[config.mk]
export PLATFORM = sky130hd
export DESIGN_NAME = ir_queue
export DESIGN_NICKNAME = d
export VERILOG_FILES = /design/src/rtl/ir_queue_pkg.sv /design/src/rtl/ir_queue_fields.sv /design/src/rtl/ir_queue.sv
export SDC_FILE = /design/constraint.sdc
export NUM_CORES = 1
export LEC_CHECK = 0
export ABC_CLOCK_PERIOD_IN_PS = 2800
export CAP_MARGIN = 20
export CORE_MARGIN = 8
export CORE_UTILIZATION = 53
export CTS_BUF_LIST = sky130_fd_sc_hd__clkbuf_8
export DETAILED_ROUTE_END_ITERATION = 8
export GPL_ROUTABILITY_DRIVEN = 1
export HOLD_SLACK_MARGIN = 0.08
export PLACE_DENSITY = 0.78
export SYNTH_ARGS = -nofsm -noshare
export SYNTH_HDL_FRONTEND = slang
export SYNTH_SLANG_ARGS = --single-unit
[constraint.sdc]
create_clock -name clk -period 2.8 [get_ports clk]
set_input_delay 0.56 -clock clk [delete_from_list [all_inputs] [get_ports clk]]
set_output_delay 0.56 -clock clk [all_outputs]
set_load 0.1 [all_outputs]
[src/rtl/ir_queue_pkg.sv]
// LC-3b shared types: instruction word, decoded field types and the queue entry.
package ir_queue_pkg;

  typedef logic [15:0] lc3b_word;
  typedef logic [3:0]  lc3b_opcode;
  typedef logic [2:0]  lc3b_reg;
  typedef logic [5:0]  lc3b_offset6;
  typedef logic [8:0]  lc3b_offset9;
  typedef logic [4:0]  lc3b_imm5;
  typedef logic [10:0] lc3b_imm11;

  typedef struct packed {
    lc3b_word word;
    lc3b_word pc;
  } lc3b_ir_entry;

endpackage

[src/rtl/ir_queue_fields.sv]
// ir_fields slicer: purely combinational split of an LC-3b word into decode fields.
module ir_queue_fields
  import ir_queue_pkg::*;
(
  input  lc3b_word    word,
  output lc3b_opcode  opcode,
  output lc3b_reg     dest,
  output lc3b_reg     src1,
  output lc3b_reg     src2,
  output lc3b_offset6 offset6,
  output lc3b_offset9 offset9,
  output lc3b_imm5    imm5,
  output lc3b_imm11   imm11,
  output logic        imm5_enable,
  output logic        imm11_enable
);

  assign opcode       = word[15:12];
  assign dest         = word[11:9];
  assign src1         = word[8:6];
  assign src2         = word[2:0];
  assign offset6      = word[5:0];
  assign offset9      = word[8:0];
  assign imm5         = word[4:0];
  assign imm11        = word[10:0];
  assign imm5_enable  = word[5];
  assign imm11_enable = word[11];

endmodule

[src/rtl/ir_queue.sv]
// Instruction FIFO of {word, pc} with decoded head fields; 1-cycle push-to-head latency.
// Optional IR_QUEUE_BYPASS_EN forwards a push into an empty queue to the head in the same cycle.
module ir_queue
  import ir_queue_pkg::*;
#(
  parameter int DEPTH    = 4,
  parameter int WIDTH    = 16,
  parameter int PC_WIDTH = 16
) (
  input  logic                     clk,
  input  logic                     reset,
  input  logic                     push_valid,
  output logic                     push_ready,
  input  logic [WIDTH-1:0]         in,
  input  logic [PC_WIDTH-1:0]      pc_in,
  input  logic                     pop,
  input  logic                     flush,
  output logic                     head_valid,
  output logic [$clog2(DEPTH):0]   count,
  output logic [PC_WIDTH-1:0]      pc_out,
  output lc3b_opcode               opcode,
  output lc3b_reg                  dest,
  output lc3b_reg                  src1,
  output lc3b_reg                  src2,
  output lc3b_offset6              offset6,
  output lc3b_offset9              offset9,
  output lc3b_imm5                 imm5,
  output lc3b_imm11                imm11,
  output logic                     imm5_enable,
  output logic                     imm11_enable
);

  localparam int AW = $clog2(DEPTH);
  localparam logic [AW:0] FULL_CNT = (AW+1)'(DEPTH);

  logic [WIDTH-1:0]    word_mem [DEPTH];
  logic [PC_WIDTH-1:0] pc_mem   [DEPTH];
  logic [AW-1:0]       rd_ptr, wr_ptr;
  logic [AW:0]         cnt;

  logic empty, full, do_push, bypass, store_push, take_pop;
  logic [WIDTH-1:0]    head_word;

  assign empty      = (cnt == '0);
  assign full       = (cnt == FULL_CNT);
  assign push_ready = !full;
  assign do_push    = push_valid && !full;
  assign count      = cnt;

`ifdef IR_QUEUE_BYPASS_EN
  assign bypass = empty && do_push && !flush;
`else
  assign bypass = 1'b0;
`endif

  // A bypassed word that is popped in the same cycle never lands in storage.
  assign store_push = do_push && !(bypass && pop);
  assign take_pop   = pop && !empty;
  assign head_valid = !empty || bypass;

  assign head_word = bypass ? in    : word_mem[rd_ptr];
  assign pc_out    = bypass ? pc_in : pc_mem[rd_ptr];

  always_ff @(posedge clk) begin
    if (reset || flush) begin
      rd_ptr <= '0;
      wr_ptr <= '0;
      cnt    <= '0;
    end else begin
      if (store_push) wr_ptr <= wr_ptr + AW'(1);
      if (take_pop)   rd_ptr <= rd_ptr + AW'(1);
      case ({store_push, take_pop})
        2'b10:   cnt <= cnt + (AW+1)'(1);
        2'b01:   cnt <= cnt - (AW+1)'(1);
        default: cnt <= cnt;
      endcase
    end
  end

  // Storage is intentionally not reset; only pointers and occupancy are.
  always_ff @(posedge clk) begin
    if (!reset && !flush && store_push) begin
      word_mem[wr_ptr] <= in;
      pc_mem[wr_ptr]   <= pc_in;
    end
  end

  ir_queue_fields u_fields (
    .word         (head_word[15:0]),
    .opcode       (opcode),
    .dest         (dest),
    .src1         (src1),
    .src2         (src2),
    .offset6      (offset6),
    .offset9      (offset9),
    .imm5         (imm5),
    .imm11        (imm11),
    .imm5_enable  (imm5_enable),
    .imm11_enable (imm11_enable)
  );

endmodule

==> impl_results.md <==
* Status: finished, final reports clean
* Yosys warns at 0
* Area occupied by multi-input gates at slightly above 0.001 mm^2
* CP arrival at between 2000 and 2500 ps
* Final WL at 9650 um
* Initial antenna violation count at 0
* Worst-path fanout max at 12
* CTS Buffer Depth at 2
* Met1 Use GR at approximately 17%
* Sequential area share after synthesis at 75.7%
* Pwr/cell area at ~580 mW/mm^2
* Top cell type's share of synthesized area at between 70 and 80%
* Setup Buffers After CTS at 0
* First DRT Iteration DRCs at 134
* # rows at 36
* Gr usage total at 15.1%
* Vias in the first global route at 2763
* Cells after synthesis at 250
* VDD IR-drop max at around 0.00037 V
* Drc violations at 0
* # fillers at 560
* Final worst slack at approximately 160 ps
* Die H at between 100 and 150 um
* Cts bufs inserted at 17
* H-Tree Depth at 4
* Pin count of the biggest net entering global routing at 21
* Storage element area at roughly 0.0040 mm^2
* Final hold vios at 0
* Share of layout cells above drive strength 1 at 44.7%
* Seq cells post-synth at roughly 140
* Synth cell types at 27
* Setup violators final at 0
* DP Cell Count at between 400 and 500
* Die width at 116 um
* Clock-pin transition on the worst setup and hold timing paths at around 80 ps
* Vias/cell at between 5 and 6
* Initial Util at ~54%
* Dpl hpwl at just under 7000 um
* Worst slack, placed at ~190 ps
* Hold Buf Count CTS at 0
* Crit Path Category: reg2out
* Fraction of registers with async set/reset at 0%
* First-pass DRT Iterations at 5
* Dpl cell area at around 0.007 mm^2
* Worst Skew at ~9 ps
* Commonest cells post-synth: edfxtp_1, mux4_2, buf_4
* Post-layout instance area at between 0.007 and 0.008 mm^2
* Utilization after layout at around three quarters
* Pins Over Slew Limit at 0
* I/O pins at 104
* Tmin final at ~2600 ps
* Grt met3 use at 6.46%
* Wire length per cell at approximately 20 um
* Setup tns final at 0 ps
* Post-CTS sizing at 0
* Slew headroom at 66.8%
* IO Port Bufs at between 100 and 150
* Final Non-Filler Cells at 491
* GRT overflow at 0
* Largest area contributor in the netlist: edfxtp_1
* Crit. End Element: primary output
* Core area at 0.00977 mm^2
* Number of flops mapped to enable cells by yosys at roughly 130
* Mapped Avg Cell Area at approximately 21 um^2
* Kind of start point of the critical path: flop
* Max Cap Viol at 0
* Synthesized Nets at a little under 300
* Most common cell in the synthesized netlist: edfxtp_1
* Worst hold path class: reg2reg
* GR peak layer: met2
* Lkg Pwr at 2.50 nW
* Antenna-violating nets left at 0
* Unrepaired setup endpoints after global routing: false
* First-pass GRT wire length at between 10000 and 15000 um
* Ys flop type: edfxtp_1
* Root buf cell: clkbuf_8
* Met2 global-route usage at ~26%
* Cell Area, Synth at around 0.0053 mm^2
* Max Clk Rate at 379 MHz
* Layout overhead on the synthesized area at 37.8%
* Ant diodes at 0
* Clock Latency Late Sink at between 400 and 500 ps
* Worst-Margin Slew at about 500 ps
* # clock sinks at approximately 140
* TritonCTS clock tree: yes
* Largest cells by area after synthesis: edfxtp_1, mux4_2, buf_4
* DR vias at around 2600
* Final period utilization at a little over nine tenths
* Nets@finish at roughly 390
* GP Congestion at 0.660
* CP required at roughly 2200 ps
* Die area at between 0.01 and 0.015 mm^2
## cells by family (layout without fill, tap and decap cells)
kind of cell	after synthesis	count (layout)	synth area share, %
AO/OA/AOI/OAI	6	6	0.870
flip-flops	137	137	75.7
multiplexers	33	33	13.7
XOR/XNOR	4	4	0.659
adder cells (fa/ha/maj)	6	6	1.55
buffers and inverters	45	153	5.53
AND/OR/NAND/NOR	19	19	2.00
## final timing paths
check,to,cells past startpoint,from,slack [ps]
worst max-delay path,pc_out[5],4,flop,160
worst min-delay path,wr_ptr[0],2,wr_ptr[0],520
worst max register to register,count[2],9,count[2],450
worst min register to register,wr_ptr[0],2,wr_ptr[0],520
## registers in the layout, indices dropped and copies added (netlist names), named ones only
register  flops
rd_ptr        2
pc_mem       64
wr_ptr        2
count         3
word_mem     64
## critical path, stage by stage, from the launching register on
cell and delay, ps:
dfxtp_2 510, buf_12 200, buf_12 170, mux4_2 570, buf_12 190
## cell type report
cell class,count,share of cell area (%)
clock buffer,17,3.19
clock inverter,15,1.45
inverter,6,0.307
multi-input combinational,68,13.8
sequential,137,55.0
tap,133,2.27
timing repair buffer,115,23.9
## routing by layer
layer / vias to the layer above / part of all wire (%)
met1: 1317 / 38
li1: 1156 / -
met3: 10 / 8.4
met4: 0 / 1.2
met5: - / 0
met2: 95 / 53
## power breakdown
group / internal (mW) / switching, mW
registers: 2.26 / 0.0106
logic: 0.225 / 0.396
clock network: 0.608 / 0.738
total: 3.09 / 1.15
## stage by stage
step	total power, mW	hold WS, ps
finish	4.24	520
CTS	4.28	522
global route	4.38	544
detailed placement	2.94	506
global placement	2.93	485
floorplan	2.70	469
## placed cells by master, fill, tap and decap left out, types with 3 or more instances in the layout
master           instances
edfxtp_1               128
buf_12                  64
clkdlybuf4s50_1         36
mux4_2                  32
clkbuf_8                17
buf_4                   15
inv_1                    7
nor2_1                   7
clkinvlp_4               7
and3_2                   4
ha_1                     4
dfxtp_2                  4
dfxtp_1                  4
xor2_1                   3
clkinv_2                 3
No activity file was read; power rests on OpenSTA's default activity.
